===== src/rtl/sync_bd_launcher_pkg.sv =====
// sync_bd_launcher_pkg: shared FSM state encoding for the bundled-data launcher
package sync_bd_launcher_pkg;
   typedef enum logic [2:0] {DRAIN, IDLE, SETUP, REQ_HI, REQ_LO, ERR} state_t;
endpackage


===== src/rtl/sync_bd_launcher_sync.sv =====
// bd_sync_ff: STAGES-deep async-reset synchronizer for a single asynchronous bit
module bd_sync_ff #(
   parameter int STAGES = 2
) (
   input  logic clk,
   input  logic rst_n,
   input  logic d,
   output logic q
);
   logic [STAGES-1:0] ff;
   always_ff @(posedge clk or negedge rst_n)
      if (!rst_n) ff <= '0;
      else ff <= {ff[STAGES-2:0], d};
   assign q = ff[STAGES-1];
endmodule


===== src/rtl/sync_bd_launcher.sv =====
// sync_bd_launcher: launches producer words into a 4-phase bundled-data chain,
// measures req->ack round trip and flags a stuck chain by timeout.
module sync_bd_launcher
   import sync_bd_launcher_pkg::*;
#(
   parameter int DATA_W      = 8,
   parameter int SYNC_STAGES = 2,
   parameter int SETUP_CYC   = 1,
   parameter int CNT_W       = 8,
   parameter int TIMEOUT     = 200
) (
   input  logic              clk,
   input  logic              rst_n,
   input  logic              i_valid,
   output logic              i_ready,
   input  logic [DATA_W-1:0] i_data,
   output logic              outR,
   input  logic              outA,
   output logic [DATA_W-1:0] outData,
   output logic [CNT_W-1:0]  rtt_cycles,
   output logic              rtt_valid,
   output logic              timeout_err,
   input  logic              clr_err
);
   state_t state, state_nxt;
   logic [CNT_W-1:0] cnt;
   logic a_s, accept, launch, ack, tmo, tmo_hit;
   bd_sync_ff #(.STAGES(SYNC_STAGES)) u_sync (.clk(clk), .rst_n(rst_n), .d(outA), .q(a_s));
   assign tmo_hit = cnt == CNT_W'(TIMEOUT - 1);
   assign i_ready = state == IDLE;
   // DRAIN waits for the synchronizer to refill before trusting aS==0
   always_comb begin
      state_nxt = state;
      accept = 1'b0;
      launch = 1'b0;
      ack = 1'b0;
      tmo = 1'b0;
      case (state)
         DRAIN:   if (cnt >= CNT_W'(SYNC_STAGES) && !a_s) state_nxt = IDLE;
         IDLE:    if (i_valid) begin accept = 1'b1; state_nxt = SETUP; end
         SETUP:   if (cnt == CNT_W'(SETUP_CYC - 1)) begin launch = 1'b1; state_nxt = REQ_HI; end
         REQ_HI:  if (tmo_hit) begin tmo = 1'b1; state_nxt = ERR; end
                  else if (a_s) begin ack = 1'b1; state_nxt = REQ_LO; end
         REQ_LO:  if (tmo_hit) begin tmo = 1'b1; state_nxt = ERR; end
                  else if (!a_s) state_nxt = IDLE;
         ERR:     if (clr_err) state_nxt = DRAIN;
         default: state_nxt = DRAIN;
      endcase
   end
   always_ff @(posedge clk or negedge rst_n)
      if (!rst_n) begin
         state <= DRAIN;
         cnt <= '0;
         outR <= 1'b0;
         outData <= '0;
         rtt_cycles <= '0;
         rtt_valid <= 1'b0;
         timeout_err <= 1'b0;
      end else begin
         state <= state_nxt;
         cnt <= (state_nxt != state) ? '0 : (&cnt ? cnt : cnt + CNT_W'(1));
         outR <= launch ? 1'b1 : (ack | tmo) ? 1'b0 : outR;
         rtt_valid <= ack;
         timeout_err <= tmo ? 1'b1 : (state == ERR && clr_err) ? 1'b0 : timeout_err;
         if (accept) outData <= i_data;
         if (ack) rtt_cycles <= cnt;
      end
endmodule


===== config.mk =====
export PLATFORM = sky130hd
export DESIGN_NAME = sync_bd_launcher
export DESIGN_NICKNAME = d
export VERILOG_FILES = /design/src/rtl/sync_bd_launcher_pkg.sv /design/src/rtl/sync_bd_launcher_sync.sv /design/src/rtl/sync_bd_launcher.sv
export SDC_FILE = /design/constraint.sdc
export NUM_CORES = 1
export LEC_CHECK = 0
export CAP_MARGIN = 40
export CORE_MARGIN = 3
export CORE_UTILIZATION = 40
export DETAILED_ROUTE_END_ITERATION = 16
export REMOVE_ABC_BUFFERS = 1
export SLEW_MARGIN = 20
export SYNTH_ARGS = -nofsm -noshare
export SYNTH_HDL_FRONTEND = slang
export SYNTH_SLANG_ARGS = --single-unit

===== constraint.sdc =====
create_clock -name clk -period 2.34 [get_ports clk]
set_input_delay 0.234 -clock clk [delete_from_list [all_inputs] [get_ports clk]]
set_output_delay 0.234 -clock clk [all_outputs]
set_load 0.01 [all_outputs]

==> results.cfg, run 1 <==
[layout]
final_net_count = 189
drive_gt1_frac = 0.195
fin_area_um2 = 2090
area_delta_synth_final_pct = 28.1
n_antenna_cell = 0

[sta]
grt_setup_unrepaired = no
setup_tns_ns = 0
period_minus_slack_ns = 1.90
finClkSkew_ns = 0.00520
worstMarginPinSlew_ns = 0.658
clock.fmax_mhz = 527
setup_violations = 0
drv_slew = 0
relSlewSlack = 0.561
hold_violations = 0
finalCritPeriodShare = 0.811

[place]
io_buffer_count = 32
placed_area_um2 = 1970
place_congestion = 0.852
post-dp-hpwl_mm = 2.38

[critical_path]
cp_slowest_cell = dfrtp_1
crit_arrival_ns = 2.07
critPathMaxFanout = 8
r2r_cells = 5
timing.critical_path.from = cnt[1]$_DFFE_PN0P_
critical_path_class = register to register
crit_path_cell_trace = ha_1 > and4_4 > a2111oi_2 > a211oi_2 > nor4_1
cp-start-kind = register
reg2reg_slack_ns = 0.44
crit_path_max_incr_delay_ns = 0.44
crit_cells = 5
critPathTopFamily = compound AO/OA/AOI/OAI gates
r2r-start = cnt[1]$_DFFE_PN0P_
crit_required_ns = 2.52
critPathBufInv = 0
critPathCaptureType = register

[pwr]
cellLeakagePower_uw = 0.000889
switchingPower_uw = 752
comb_power_share = 0.378
seqPwrFrac = 0.373
switching_share = 0.324
powerDensity_nw_per_um2 = 1110
power_uw = 2320
p_int_uw = 1560
ir_drop_v = 0.000698
clkPwrFrac = 0.249

[global_route]
grt_first_pass_wirelength_mm = 6.04
grt_max_degree = 33
grt_pass1_vias = 1292
track_usage = 0.154
antenna_found_initial = 0
overflow = 0

[synth]
synth_cells = 141
yosys_most_used_dff = dfrtp_1
synth_top_area_cell = dfrtp_1
yosysWarnings = 0
syn_area_um2 = 1630
seq_area_frac_synth = 0.490
synth_commonest_cells = 32 x dfrtp_1, 9 x nor4_1, 8 x mux2_2, 8 x mux2_4, 8 x nand2_1
synth_cell_type_count = 43
ys_ff_latch = 32
syn_avg_cell_area_um2 = 11.6
synth_top_area_share = 0.490
async_reset_ff_frac = 1.00
synth_edf_count = 0
synth.most_common_cell = dfrtp_1
synthTopCellsByArea = dfrtp_1 49%, mux2_4 7.4%, mux2_2 5.5%, nor4_1 3.4%, ha_1 2.3%

[status]
status = finished clean

[detailed_routing]
wl_per_cell_um = 15.2
drtIter0Drc = 59
antenna_left = 0
drt-pass1-iter-count = 4
drt-total-wl_mm = 3.36
num_vias = 1233
vias_per_cell = 5.55
post-route-drc-count = 0

[clock_tree]
htree_levels = 2
postCtsSetupBuffers = 0
path_clk_slew_ns = 0.07
cts_tree = done
cts_buffer_depth = 2
ctsResizeCount = 0
clock_sinks = 32
cts_root_buf = clkbuf_8
cts_made_buffers = 5
clock_latency_ns = 0.28
cts_hold_buf = 0

[die]
chipHeight_um = 69.9
boundaryPins = 33
dieArea_um2 = 4890
core_area_um2 = 3800
die_w_um = 69.9
row_count = 22
initial_utilization = 0.430

[flow_run]
drv_cap = 0

[hold_path]
min_path_type = primary input to async pin
[worst reg2reg max path: stages (launching register included)]
cell and delay [ns]:
dfrtp_1 0.44, ha_1 0.27, and4_4 0.21, a2111oi_2 0.43, a211oi_2 0.17, nor4_1 0.27
[cells in the final DEF, fill, tap and decap left out, drive strengths merged, types with 4 or more instances in the layout]
master / synthesis / final
a21oi: 5 / 5
nor4: 9 / 9
nand2: 9 / 9
clkdlybuf4s50: 0 / 32
nor2: 5 / 5
mux2: 16 / 16
nand3: 4 / 4
clkbuf: 3 / 7
dfrtp: 32 / 32
o21ai: 5 / 5
inv: 6 / 6
[path summary, 6_finish.rpt]
kind                                     endpoint
min reg2reg                u_sync.ff[1]$_DFF_PN0_
max in group asynchronous  outData[7]$_DFFE_PN0P_
min                           rtt_valid$_DFF_PN0_
max reg2reg                    cnt[4]$_DFFE_PN0P_
max                            cnt[4]$_DFFE_PN0P_
min in group clk           u_sync.ff[1]$_DFF_PN0_
[cells by family after synthesis]
| logic type | Yosys count | share of synthesized area |
|---|---|---|
| AND/OR/NAND/NOR | 47 | 0.171 |
| adder cells (fa/ha/maj) | 3 | 0.0230 |
| AO/OA/AOI/OAI | 24 | 0.111 |
| multiplexers | 19 | 0.147 |
| buffers and inverters | 14 | 0.0475 |
| flip-flops | 32 | 0.490 |
| XOR/XNOR | 2 | 0.0107 |
[state kept, by name (all words and copies together) (netlist names)]
signal / cells
cnt: 8
outData: 8
outR: 1
rtt_cycles: 8
rtt_valid: 1
state: 3
timeout_err: 1
u_sync.ff: 2
[power groups by stage]
stage / combinational, uW / clock, uW / sequential, uW
4_1_cts: 882 / 596 / 866
3_5_place_dp: 876 / 0 / 873
6_report: 875 / 576 / 865
3_3_place_gp: 864 / 0 / 863
5_1_grt: 957 / 630 / 892
2_1_floorplan: 463 / 0 / 894
[routing by layer]
layer	share of wire	vias up	track usage
li1	-	590	-
met1	0.45	601	0.195
met2	0.47	40	0.236
met3	0.076	2	0.0604
met4	0.0054	0	0.0574
met5	0	-	0
[per-stage QoR]
step            util  setup slack (ns)  std cells  hold WS [ns]
2_1_floorplan      -             0.663        133       -0.0616
3_3_place_gp   0.518             0.552        214         0.332
3_5_place_dp   0.518             0.455        214         0.343
4_1_cts        0.551             0.437        222         0.354
5_1_grt        0.551             0.214        222         0.368
6_report       0.551             0.443        222         0.348
[final cells by class]
cell class / count / area [um2]
multi-input combinational: 95 / 756
sequential: 32 / 801
tap: 48 / 60.1
clock buffer: 7 / 96.3
timing repair buffer: 33 / 328
inverter: 6 / 22.5
clock inverter: 1 / 30.0
fill: 326 / 1710
(Power assumes the default switching activity.)
==> inputs of run 2 (changes only) <==
--- a/config.mk
+++ b/config.mk
@@ -9,6 +9,7 @@
 export CORE_MARGIN = 3
 export CORE_UTILIZATION = 40
 export DETAILED_ROUTE_END_ITERATION = 16
+export PLACE_DENSITY = 0.67
 export REMOVE_ABC_BUFFERS = 1
 export SLEW_MARGIN = 20
 export SYNTH_ARGS = -nofsm -noshare
==> constraint.sdc (replaced) <==
create_clock -name clk -period 1.65 [get_ports clk]
set_input_delay 0.165 -clock clk [delete_from_list [all_inputs] [get_ports clk]]
set_output_delay 0.165 -clock clk [all_outputs]
set_load 0.01 [all_outputs]
==> run 2 against run 1 <==
Compared with the run above:
- routed wire length up 13%
- flip-flop and latch count unchanged
- via count up 7.1%
- design area up 10%
- sequential share of layout area down 3.6 points
- die area unchanged
- global-route usage up 1.3 points
- largest cell class is now multi-input combinational cells
- cell count up 8.1%
==> results.cfg, run 2 (synthesis gave the netlist of run 1 again) <==
[layout]
n_antenna_cell = 0
area_delta_synth_final_pct = 41.3
layout.cells.non_filler = 240
fin_area_um2 = 2310
fillers = 311
mostFrequentLayoutCell = dfrtp_1
final_net_count = 207
layout_common_cells = 32 x dfrtp_1, 31 x clkdlybuf4s50_1, 19 x buf_4
drive_gt1_frac = 0.328
reg_top3 = cnt (8), outData (8), rtt_cycles (8)

[die]
die_w_um = 69.9
dieArea_um2 = 4890
boundaryPins = 33
initial_utilization = 0.430
core_area_um2 = 3800
row_count = 22
chipHeight_um = 69.9

[detailed_routing]
post-route-drc-count = 0
num_vias = 1321
drt-total-wl_mm = 3.82
wl_per_cell_um = 15.9
drt-pass1-iter-count = 4
drtIter0Drc = 82
antenna_left = 0
vias_per_cell = 5.50

[clock_tree]
cts_tree = done
htree_levels = 2
path_clk_slew_ns = 0.07
cts_buffer_depth = 2
clock_sinks = 32
clock_latency_ns = 0.29
cts_root_buf = clkbuf_8
cts_made_buffers = 5

[critical_path]
cp-start-kind = register
critPathMaxFanout = 9
critPathTopFamily = simple AND/OR/NAND/NOR gates
critPathBufInv = 0
cpMostUsedCell = and4_4
critical_path_class = register to register
crit_path_cell_trace = ha_2 > and4_4 > nand2_2 > and4_4 > mux2_4
cp_slowest_cell = dfrtp_1
crit_arrival_ns = 1.80
crit_required_ns = 1.82
critPathCaptureType = register
crit_path_max_incr_delay_ns = 0.38

[flow_run]
drv_cap = 0

[sta]
finClkSkew_ns = 0.00457
drv_slew = 0
hold_violations = 0
grt_setup_unrepaired = yes
setup_violations = 0
relSlewSlack = 0.692
worstMarginPinSlew_ns = 0.461
finalCritPeriodShare = 0.987
period_minus_slack_ns = 1.63
clock.fmax_mhz = 614
layout_setup_ws_ns = 0.0214

[global_route]
grt_first_pass_wirelength_mm = 6.34
antenna_found_initial = 0
overflow = 0
grt_max_degree = 33
track_usage = 0.167
grt_pass1_vias = 1307

[place]
place_congestion = 0.863
place_inst = 230
placed_area_um2 = 2090
io_buffer_count = 32
dp_slack_ns = -0.130
post-dp-hpwl_mm = 2.71

[pwr]
ir_drop_v = 0.000783
cellLeakagePower_uw = 0.000975
powerDensity_nw_per_um2 = 1540

[status]
status = finished clean

[hold_path]
min_path_type = primary input to async pin
==> run 2: cell type report <==
class	count	area [um2]	share of cell area
inverter	6	26.3	0.0114
clock buffer	7	96.3	0.0417
timing repair buffer	51	463	0.201
tap	48	60.1	0.0260
multi-input combinational	95	832	0.360
clock inverter	1	30.0	0.0130
sequential	32	801	0.347
==> run 2: path summary, 6_finish.rpt <==
kind / to / from / cells after the start / slack [ns]
worst min register to register: u_sync.ff[1]$_DFF_PN0_ / u_sync.ff[0]$_DFF_PN0_ / 0 / 0.36
min in group clk: u_sync.ff[0]$_DFF_PN0_ / outA / 1 / 0.32
worst max register to register: rtt_cycles[4]$_DFFE_PN0P_ / cnt[0]$_DFFE_PN0P_ / 5 / 0.02
max in group asynchronous: rtt_cycles[7]$_DFFE_PN0P_ / rst_n / 2 / 1.08
worst max-delay path: rtt_cycles[4]$_DFFE_PN0P_ / cnt[0]$_DFFE_PN0P_ / 5 / 0.02
worst min-delay path: outData[4]$_DFFE_PN0P_ / rst_n / 2 / 0.28
==> run 2: per-stage QoR <==
| stage | hold WS [ns] | total power (uW) | utilization | setup TNS (ns) |
|---|---|---|---|---|
| 4_1_cts | 0.282 | 3470 | 0.588 | -0.000976 |
| 6_report | 0.277 | 3540 | 0.608 | 0 |
| 3_5_place_dp | 0.348 | 2600 | 0.549 | -0.696 |
| 5_1_grt | 0.305 | 3760 | 0.608 | -0.205 |
| 3_3_place_gp | 0.342 | 2550 | 0.549 | -0.0837 |
| 2_1_floorplan | -0.131 | 1920 | - | -0.327 |
==> run 2: layer usage <==
layer / wire, um / track usage
met3: 204 / 0.0489
met2: 1910 / 0.264
met4: 76 / 0.0809
met1: 1630 / 0.207
met5: 0 / 0
==> run 2: power by group <==
| group | internal, uW | switching (uW) |
|---|---|---|
| logic | 828 | 752 |
| clock network | 533 | 295 |
| registers | 1010 | 130 |
==> run 2: what timing repair did <==
item	in CTS	in global routing
hold buffers	0	0
pin swaps	5	5
endpoints found under the setup margin	18	26
resized for setup	5	13
setup buffers	0	2
==> run 2: worst register-to-register path, stage by stage (launching register included) <==
cell     delay (ns)
dfrtp_1        0.38
ha_2           0.20
and4_4         0.19
nand2_2        0.08
and4_4         0.34
mux2_4         0.33
==> inputs of run 3 (changes only) <==
--- a/config.mk
+++ b/config.mk
@@ -6,10 +6,12 @@
 export NUM_CORES = 1
 export LEC_CHECK = 0
 export CAP_MARGIN = 40
+export CELL_PAD_IN_SITES_DETAIL_PLACEMENT = 1
+export CELL_PAD_IN_SITES_GLOBAL_PLACEMENT = 1
 export CORE_MARGIN = 3
-export CORE_UTILIZATION = 40
+export CORE_UTILIZATION = 36
 export DETAILED_ROUTE_END_ITERATION = 16
-export PLACE_DENSITY = 0.67
+export PLACE_DENSITY_LB_ADDON = 0.1
 export REMOVE_ABC_BUFFERS = 1
 export SLEW_MARGIN = 20
 export SYNTH_ARGS = -nofsm -noshare
==> run 3 against run 2 <==
Compared with the run above:
- the run now ends with negative setup slack left
- design area grew 7.4%
- cell count grew 5.0%
- sequential share of layout area shrank 2.4 points
- routed wire length grew 24%
- die area grew 10%
- clock-buffer cell count shrank 1
- via count grew 6.1%
- flip-flop and latch count is the same
- clock power shrank 31%
- utilization shrank 1.3 points
- worst setup slack lost 0.17 ns
- critical path type unchanged
- critical endpoint is now cnt[3]$_DFFE_PN0P_
- highest routed layer unchanged
==> results.cfg, run 3 (synthesis gave the netlist of run 1 again) <==
[sta]
worstMarginPinSlew_ns = 0.430
period_minus_slack_ns = 1.80
hold_violations = 0
layout_setup_ws_ns = -0.146
relSlewSlack = 0.710
drv_slew = 0
setup_violations = 17
grt_setup_unrepaired = yes
setup_tns_ns = -1.12
finalCritPeriodShare = 1.09
clock.fmax_mhz = 557
finClkSkew_ns = 0.00483

[die]
core_area_um2 = 4170
row_count = 23
die_w_um = 73.4
dieArea_um2 = 5380
boundaryPins = 33
initial_utilization = 0.392
chipHeight_um = 73.4

[clock_tree]
cts_made_buffers = 5
clock_sinks = 32
clock_latency_ns = 0.28
cts_root_buf = clkbuf_8
htree_levels = 2
cts_buffer_depth = 2
cts_tree = done
path_clk_slew_ns = 0.07

[global_route]
overflow = 0
antenna_found_initial = 0
grt_pass1_vias = 1546
track_usage = 0.190
grt_first_pass_wirelength_mm = 7.76
grt_max_degree = 33

[detailed_routing]
drtIter0Drc = 52
drt-pass1-iter-count = 4
drt-total-wl_mm = 4.73
antenna_left = 0
vias_per_cell = 5.56
num_vias = 1401
wl_per_cell_um = 18.8
post-route-drc-count = 0

[place]
post-dp-hpwl_mm = 3.03
io_buffer_count = 32
place_congestion = 0.886
dp_slack_ns = -0.243
placed_area_um2 = 2130

[critical_path]
timing.critical_path.from = cnt[1]$_DFFE_PN0P_
r2r-start = cnt[1]$_DFFE_PN0P_
crit_path_cell_trace = ha_2 > buf_4 > nand4_1 > buf_4 > buf_4 > o211ai_1 > o21ai_1 > nor4_4
reg2reg_slack_ns = -0.15
critical_path_class = register to register
crit_path_max_incr_delay_ns = 0.36
cp_slowest_cell = dfrtp_1
r2r-end = cnt[3]$_DFFE_PN0P_
r2r_cells = 8
crit_arrival_ns = 1.99
cp-start-kind = register
crit_required_ns = 1.84
critPathMaxFanout = 4
cpMostUsedCell = buf_4
critPathCaptureType = register
cp-endpoint = cnt[3]$_DFFE_PN0P_

[layout]
fin_util = 0.594
mostFrequentLayoutCell = dfrtp_1
drive_gt1_frac = 0.401
layout_common_cells = 32 x dfrtp_1, 31 x clkdlybuf4s50_1, 26 x buf_4
fillers = 440
final_net_count = 218
area_delta_synth_final_pct = 51.8
reg_top3 = cnt (8), outData (8), rtt_cycles (8)
fin_area_um2 = 2480
n_antenna_cell = 0

[pwr]
ir_drop_v = 0.000688
power_uw = 3680
cellLeakagePower_uw = 0.00103
powerDensity_nw_per_um2 = 1490

[hold_path]
min_path_type = primary input to async pin

[flow_run]
drv_cap = 0

[status]
status = finished with violations
violations = negative setup slack
==> run 3: cell count changes in the layout (fill, tap and decap cells not counted), moves of 2 or more <==
cell	delta
buf_4	+7
nor4_1	-6
nor4_4	+6
buf_12	+2
clkbuf_8	-2
==> run 3: worst min-delay path by stage <==
| stage | endpoint | cells after the start |
|---|---|---|
| 2_1_floorplan | cnt[0]$_DFFE_PN0P_ | 0 |
| 3_3_place_gp | u_sync.ff[1]$_DFF_PN0_ | 0 |
| 3_5_place_dp | u_sync.ff[1]$_DFF_PN0_ | 0 |
| 4_1_cts | rtt_cycles[6]$_DFFE_PN0P_ | 2 |
| 5_1_grt | u_sync.ff[0]$_DFF_PN0_ | 1 |
| 6_report | rtt_cycles[6]$_DFFE_PN0P_ | 2 |
==> run 3: worst max-delay path: cells and delay by family (launching register included) <==
kind	cells	cell delay, ns
simple gates	2	0.40
flops	1	0.36
fa+ha+maj	1	0.19
buf+inv	3	0.44
compound gates	2	0.31
==> run 3: per-layer routing <==
metal	wire [um]	track usage	vias to the layer above	part of all wire
met2	2400	0.323	39	0.51
li1	-	-	643	-
met5	0	0	-	0
met3	241	0.0575	6	0.051
met4	57	0.0644	0	0.012
met1	2030	0.229	713	0.43
==> run 3: timing repair <==
action / in CTS / in global routing
pin swaps: 3 / 13
buffers inserted: 2 / 6
endpoints found under the setup margin: 17 / 19
hold buffers: 0 / 0
cloned: 1 / 1
gates resized for setup: 7 / 29
==> run 3: per-stage QoR <==
step / hold WS [ns] / std cells
floorplan: -0.131 / 133
global placement: 0.334 / 238
detailed placement: 0.337 / 238
CTS: 0.297 / 247
global route: 0.324 / 252
finish: 0.284 / 252
==> run 3: final cells by class <==
type                            count  area [um2]  area share
Clock buffer                        6        72.6      0.0293
Clock inverter                      1        5.00     0.00202
Inverter                            6        22.5     0.00908
Multi-Input combinational cell     97         966       0.390
Sequential cell                    32         801       0.323
Tap cell                           50        62.6      0.0252
Timing Repair Buffer               60         551       0.222
==> run 3: where the power goes <==
group          total, uW  switching [uW]  internal (uW)
Sequential          1160             156           1010
Clock                572             285            286
Combinational       1950             971            979
